===== src/rtl/pwm_profile_sequencer_if.sv =====
// pwm_profile_sequencer_if
// Groups the signals between the sequencer, the button/rotary front end
// and the PWM generator / LCD status logic.
//   mode_btn    one-cycle pulse, toggles MANUAL/AUTO
//   rot_event   one-cycle pulse per encoder detent
//   rot_right   direction qualifier for rot_event (1 = decrement)
//   period_end  one-cycle pulse on the last tick of each PWM period
//   duty_level  committed duty in 5% units
//   cfg_valid   one-cycle pulse when duty_level takes a new value
//   state_code  0 MANUAL, 1 RAMP_UP, 2 HOLD_HIGH, 3 RAMP_DOWN, 4 HOLD_LOW
//   rate        AUTO step rate, 0 slowest .. 7 fastest
// The master modport is the front-end side; the slave modport is the sequencer.
interface pwm_profile_sequencer_if;
    logic       mode_btn;
    logic       rot_event;
    logic       rot_right;
    logic       period_end;
    logic [4:0] duty_level;
    logic       cfg_valid;
    logic [2:0] state_code;
    logic [2:0] rate;

    modport master (
        output mode_btn, rot_event, rot_right, period_end,
        input  duty_level, cfg_valid, state_code, rate
    );

    modport slave (
        input  mode_btn, rot_event, rot_right, period_end,
        output duty_level, cfg_valid, state_code, rate
    );
endinterface


===== src/rtl/pwm_profile_sequencer.sv =====
// pwm_profile_sequencer
// Drives the duty-cycle setting of the LED PWM generator. In MANUAL mode the
// encoder sets a pending level; in AUTO mode a breathing profile ramps the
// duty up and down. Duty changes are only committed on period_end so the LED
// never glitches inside a PWM period.
// Ports:
//   clk    system clock
//   reset  asynchronous active-low reset
//   bus    slave side of pwm_profile_sequencer_if (see interface header)
module pwm_profile_sequencer #(
    parameter int MAX_LEVEL    = 20,
    parameter int HOLD_PERIODS = 8,
    parameter int RATE_RESET   = 3
) (
    input  logic                     clk,
    input  logic                     reset,
    pwm_profile_sequencer_if.slave   bus
);

    localparam logic [2:0] ST_MANUAL    = 3'd0;
    localparam logic [2:0] ST_RAMP_UP   = 3'd1;
    localparam logic [2:0] ST_HOLD_HIGH = 3'd2;
    localparam logic [2:0] ST_RAMP_DOWN = 3'd3;
    localparam logic [2:0] ST_HOLD_LOW  = 3'd4;

    localparam int         HOLD_W    = $clog2(HOLD_PERIODS + 1);
    localparam logic [HOLD_W-1:0] HOLD_LAST = HOLD_W'(HOLD_PERIODS - 1);
    localparam logic [4:0] MAX_DUTY  = 5'(MAX_LEVEL);
    localparam logic [2:0] RATE_INIT = 3'(RATE_RESET);

    logic [2:0]        state;
    logic [4:0]        duty;
    logic [4:0]        pending;
    logic [2:0]        rate_q;
    logic [2:0]        step_cnt;
    logic [HOLD_W-1:0] hold_cnt;
    logic              cfg_q;

    assign bus.duty_level = duty;
    assign bus.cfg_valid  = cfg_q;
    assign bus.state_code = state;
    assign bus.rate       = rate_q;

    // Single sequencer register block. The mode toggle takes priority over
    // everything else on its edge, so a coincident period_end neither commits
    // nor steps. In MANUAL mode the commit reads pending before the rotation
    // on the same edge updates it. In AUTO mode the step compare uses the
    // rate from before any coincident rotation.
    always_ff @(posedge clk or negedge reset) begin
        if (!reset) begin
            state    <= ST_MANUAL;
            duty     <= '0;
            pending  <= '0;
            rate_q   <= RATE_INIT;
            step_cnt <= '0;
            hold_cnt <= '0;
            cfg_q    <= 1'b0;
        end else begin
            cfg_q <= 1'b0;
            if (bus.mode_btn) begin
                if (state == ST_MANUAL) begin
                    state    <= (duty == MAX_DUTY) ? ST_RAMP_DOWN : ST_RAMP_UP;
                    step_cnt <= '0;
                    hold_cnt <= '0;
                end else begin
                    state   <= ST_MANUAL;
                    pending <= duty;
                end
            end else if (state == ST_MANUAL) begin
                if (bus.period_end && (pending != duty)) begin
                    duty  <= pending;
                    cfg_q <= 1'b1;
                end
                if (bus.rot_event) begin
                    if (!bus.rot_right) begin
                        if (pending != MAX_DUTY) pending <= pending + 5'd1;
                    end else begin
                        if (pending != 5'd0) pending <= pending - 5'd1;
                    end
                end
            end else begin
                if (bus.rot_event) begin
                    if (!bus.rot_right) begin
                        if (rate_q != 3'd7) rate_q <= rate_q + 3'd1;
                    end else begin
                        if (rate_q != 3'd0) rate_q <= rate_q - 3'd1;
                    end
                end
                if (bus.period_end) begin
                    case (state)
                        ST_RAMP_UP: begin
                            if (step_cnt == (3'd7 - rate_q)) begin
                                step_cnt <= '0;
                                duty     <= duty + 5'd1;
                                cfg_q    <= 1'b1;
                                if ((duty + 5'd1) == MAX_DUTY) begin
                                    state    <= ST_HOLD_HIGH;
                                    hold_cnt <= '0;
                                end
                            end else begin
                                step_cnt <= step_cnt + 3'd1;
                            end
                        end
                        ST_RAMP_DOWN: begin
                            if (step_cnt == (3'd7 - rate_q)) begin
                                step_cnt <= '0;
                                duty     <= duty - 5'd1;
                                cfg_q    <= 1'b1;
                                if (duty == 5'd1) begin
                                    state    <= ST_HOLD_LOW;
                                    hold_cnt <= '0;
                                end
                            end else begin
                                step_cnt <= step_cnt + 3'd1;
                            end
                        end
                        ST_HOLD_HIGH, ST_HOLD_LOW: begin
                            if (hold_cnt == HOLD_LAST) begin
                                state    <= (state == ST_HOLD_HIGH) ? ST_RAMP_DOWN : ST_RAMP_UP;
                                step_cnt <= '0;
                                hold_cnt <= '0;
                            end else begin
                                hold_cnt <= hold_cnt + 1'b1;
                            end
                        end
                        default: state <= ST_MANUAL;
                    endcase
                end
            end
        end
    end

endmodule


===== src/flat_wrapper.sv =====
// flat-port wrapper written by rule: the top's interface ports become plain ports
module pwm_profile_sequencer_flat 
#(
    parameter int MAX_LEVEL    = 20,
    parameter int HOLD_PERIODS = 8,
    parameter int RATE_RESET   = 3
)
  (clk, reset, bus_mode_btn, bus_rot_event, bus_rot_right, bus_period_end, bus_duty_level, bus_cfg_valid, bus_state_code, bus_rate);
  pwm_profile_sequencer_if bus_i ();
  input  logic clk;
  input  logic reset;
  input wire logic [$bits(bus_i.mode_btn)-1:0] bus_mode_btn;
  input wire logic [$bits(bus_i.rot_event)-1:0] bus_rot_event;
  input wire logic [$bits(bus_i.rot_right)-1:0] bus_rot_right;
  input wire logic [$bits(bus_i.period_end)-1:0] bus_period_end;
  output wire logic [$bits(bus_i.duty_level)-1:0] bus_duty_level;
  output wire logic [$bits(bus_i.cfg_valid)-1:0] bus_cfg_valid;
  output wire logic [$bits(bus_i.state_code)-1:0] bus_state_code;
  output wire logic [$bits(bus_i.rate)-1:0] bus_rate;
  assign bus_i.mode_btn = bus_mode_btn;
  assign bus_i.rot_event = bus_rot_event;
  assign bus_i.rot_right = bus_rot_right;
  assign bus_i.period_end = bus_period_end;
  assign bus_duty_level = bus_i.duty_level;
  assign bus_cfg_valid = bus_i.cfg_valid;
  assign bus_state_code = bus_i.state_code;
  assign bus_rate = bus_i.rate;
  pwm_profile_sequencer #(.MAX_LEVEL(MAX_LEVEL), .HOLD_PERIODS(HOLD_PERIODS), .RATE_RESET(RATE_RESET)) u_core (.clk(clk), .reset(reset), .bus(bus_i));
endmodule

===== config.mk =====
export PLATFORM = sky130hd
export DESIGN_NAME = pwm_profile_sequencer_flat
export DESIGN_NICKNAME = d
export VERILOG_FILES = /design/src/rtl/pwm_profile_sequencer_if.sv /design/src/rtl/pwm_profile_sequencer.sv /design/src/flat_wrapper.sv
export SDC_FILE = /design/constraint.sdc
export NUM_CORES = 1
export LEC_CHECK = 0
export BUFFER_PORTS_ARGS = -buffer_cell sky130_fd_sc_hd__buf_2
export CELL_PAD_IN_SITES_DETAIL_PLACEMENT = 0
export CELL_PAD_IN_SITES_GLOBAL_PLACEMENT = 2
export CORE_ASPECT_RATIO = 0.75
export CORE_MARGIN = 1
export CORE_UTILIZATION = 30
export DETAILED_ROUTE_END_ITERATION = 10
export PLACE_DENSITY_LB_ADDON = 0.3
export SYNTH_ARGS = -nofsm -noshare
export SYNTH_HDL_FRONTEND = slang
export SYNTH_SLANG_ARGS = --single-unit

===== constraint.sdc =====
create_clock -name clk -period 3.3 [get_ports clk]
set_input_delay 0.66 -clock clk [delete_from_list [all_inputs] [get_ports clk]]
set_output_delay 0.66 -clock clk [all_outputs]
set_load 0.01 [all_outputs]

==> flow_metrics.tcl <==
set metrics [dict create \
    maxCapViolCount 0 \
    cts_tree "built" \
    rows 24 \
    r2r-end "u_core.hold_cnt[2]$_DFFE_PN0P_" \
    cts_resized 0 \
    cts.sinks 24 \
    synth_area_leaders "dfrtp_1, ha_1, nand2_1, xnor2_1, o21ai_0" \
    dieWidth_um 92.3 \
    cts_buffers 3 \
    rsz0062_at_grt "false" \
    yosys.cell_types.count 52 \
    max_freq_mhz 398 \
    synth_area_um2 1830 \
    io_pins 18 \
    slew_violations 0 \
    die_h_um 69.7 \
    ir_worst_vdd_mv 0.264 \
    final_cell_mix "nand2_1, dfrtp_1, buf_2" \
    fin_setup_tns_ns 0 \
    track_usage_pct 14.5 \
    clkSlewWorstSetupHoldPaths_ns 0.09 \
    drc 0 \
    critPathBufInv 1 \
    holdWs_ns 0.375 \
    finClkSkew_ns 0.00178 \
    crit_path_start_kind "flip-flop" \
    clock-root-buffer "clkbuf_8" \
    viasPerCell 5.15 \
    start_util_pct 31.3 \
    critPathCaptureType "flip-flop" \
    core_um2 5860 \
    dp_hpwl_um 3270 \
    avgSynthCellArea_um2 8.86 \
    die_area_um2 6430 \
    drive_above_1_share_pct 17.2 \
    synth_seq_area_share_pct 32.9 \
    drt_first_pass_iters 4 \
    nets 240 \
    area_growth_pct 10.5 \
    yosys_warnings 0 \
    ys_ff_latch 24 \
    crit_path_top_delay_cell "dfrtp_1" \
    slew_headroom_pct 61.1 \
    worst_slew_pin_slew_ns 0.579 \
    timing.final.crit_share_pct 76.1 \
    synth_enable_flop_cells 0 \
    critPathMaxFanout 14 \
    setup_viol 0 \
    grt_pass1_wl_um 7420 \
    r2r_slack_ns 0.79 \
    drt-total-wl_um 4350 \
    postPlaceCellArea_um2 1980 \
    synthFlopType "dfrtp_1" \
    htree_levels 1 \
    num_antenna_cells 0 \
    numPortBuffers 17 \
    hold_buffers 0 \
    crit_type "reg2reg" \
    hold_viol 0 \
    worst_r2r_path_depth 7 \
    ant_nets 0 \
    clock_latency_ns 0.27 \
    vias 1541 \
    grt_remaining_overflow 0 \
    antenna_found_initial 0 \
    drt_iter0_markers 105 \
    mostFrequentLayoutCell "nand2_1" \
    powerDensity_nw_per_um2 933 \
    outcome "completed" \
    cp_top_family "simple AND/OR/NAND/NOR gates" \
    cts_setup_buffers 0 \
    grt_max_degree 25 \
    synth_cells 207 \
    async_flop_share_pct 100 \
    leakagePower_nw 0.924 \
    synth_nets 225 \
    utilization_pct 34.6 \
    worstHoldPathType "in2async" \
    netlist.top_cell.by_area "dfrtp_1" \
    reg2reg_from "u_core.bus.state_code[2]$_DFFE_PN0P_" \
    clock_path_buffers 2 \
    cp_data_arrival_time_ns 2.67 \
    routedWlPerCell_um 14.5 \
    gp_congestion 0.765 \
    final_area_um2 2030 \
    crit_path_cell_trace "or3_4 > clkinv_1 > ha_1 > or3_1 > or2_2 > o31ai_1 > nand2_1" \
    fin_crit_ns 2.51 \
    first_global_vias 1408 \
    critical-path-max-stage-delay_ns 0.51 \
    required_ns 3.46 \
    synth_top_area_share_pct 30.0 \
]
## worst max-delay path by stage
| stage | start | to | depth (start not counted) | slack (ns) |
|---|---|---|---|---|
| floorplan | u_core.bus.state_code[2]$_DFFE_PN0P_ | u_core.hold_cnt[2]$_DFFE_PN0P_ | 9 | 0.77 |
| global placement | bus_mode_btn | u_core.bus.state_code[0]$_DFFE_PN0P_ | 6 | 0.81 |
| detailed placement | u_core.bus.state_code[2]$_DFFE_PN0P_ | u_core.hold_cnt[2]$_DFFE_PN0P_ | 7 | 0.82 |
| CTS | u_core.bus.state_code[2]$_DFFE_PN0P_ | u_core.hold_cnt[2]$_DFFE_PN0P_ | 7 | 0.81 |
| global route | u_core.bus.state_code[2]$_DFFE_PN0P_ | u_core.hold_cnt[2]$_DFFE_PN0P_ | 7 | 0.55 |
| finish | u_core.bus.state_code[2]$_DFFE_PN0P_ | u_core.hold_cnt[2]$_DFFE_PN0P_ | 7 | 0.79 |
## stage by stage
step	setup WS, ns	instances	power (mW)
2_1_floorplan	0.771	207	1.44
3_3_place_gp	0.811	295	1.73
3_5_place_dp	0.820	295	1.72
4_1_cts	0.809	299	1.91
5_1_grt	0.550	299	2.07
6_report	0.789	299	1.89
## cell type report
cell class | count | area, um^2
fillers | 635 | 3830
inverters | 10 | 37.5
well taps | 78 | 97.6
clock buffers | 4 | 45.0
flip-flops and latches | 24 | 603
repair buffers | 21 | 115
multi-input cells | 162 | 1130
## sequential cells by signal, summed over array words and instances (netlist names)
register	flops
u_core.bus.duty_level	5
u_core.pending	5
u_core.hold_cnt	4
u_core.bus.rate	3
u_core.bus.state_code	3
u_core.step_cnt	3
u_core.bus.cfg_valid	1
## cell usage after synthesis, types with 2 or more instances
| cell | number |
|---|---|
| xnor2_1 | 9 |
| clkbuf_1 | 7 |
| buf_6 | 3 |
| nand3b_1 | 2 |
| xor2_1 | 7 |
| nor2_1 | 13 |
| mux2_2 | 5 |
| ha_1 | 10 |
| and3_1 | 4 |
| and3b_1 | 2 |
| a31oi_1 | 3 |
| a21oi_1 | 12 |
| dfstp_2 | 2 |
| fa_1 | 2 |
| o22ai_1 | 5 |
| nand2_1 | 26 |
| o21ai_0 | 13 |
| o41ai_1 | 2 |
| nor4_1 | 4 |
| a211o_1 | 3 |
| or3_1 | 2 |
| nand2b_1 | 3 |
| dfrtp_1 | 22 |
| nor3_1 | 5 |
| clkinv_1 | 2 |
| a21o_1 | 4 |
| nand3_1 | 3 |
| inv_1 | 8 |
## power breakdown
part           internal [mW]  switching, mW
combinational          0.490          0.582
clock                 0.0864         0.0994
sequential             0.420          0.212
## cell families (layout without fill, tap and decap cells)
group | Yosys count | after routing | share of synthesized area (%)
compound gates | 56 | 56 | 20.3
xor+xnor | 16 | 16 | 7.65
fa+ha+maj | 12 | 12 | 9.01
buf+inv | 21 | 35 | 5.60
flops | 24 | 24 | 32.9
mux | 6 | 6 | 3.89
simple gates | 72 | 72 | 20.6
## routing by layer
layer	vias to the layer above	wire length [um]	global-route usage, %
li1	775	-	-
met1	731	2390	23.3
met2	33	1750	19.3
met3	2	190	3.29
met4	0	22	2.60
met5	-	0	0
Note: power is estimated with default switching activity, not from simulation.
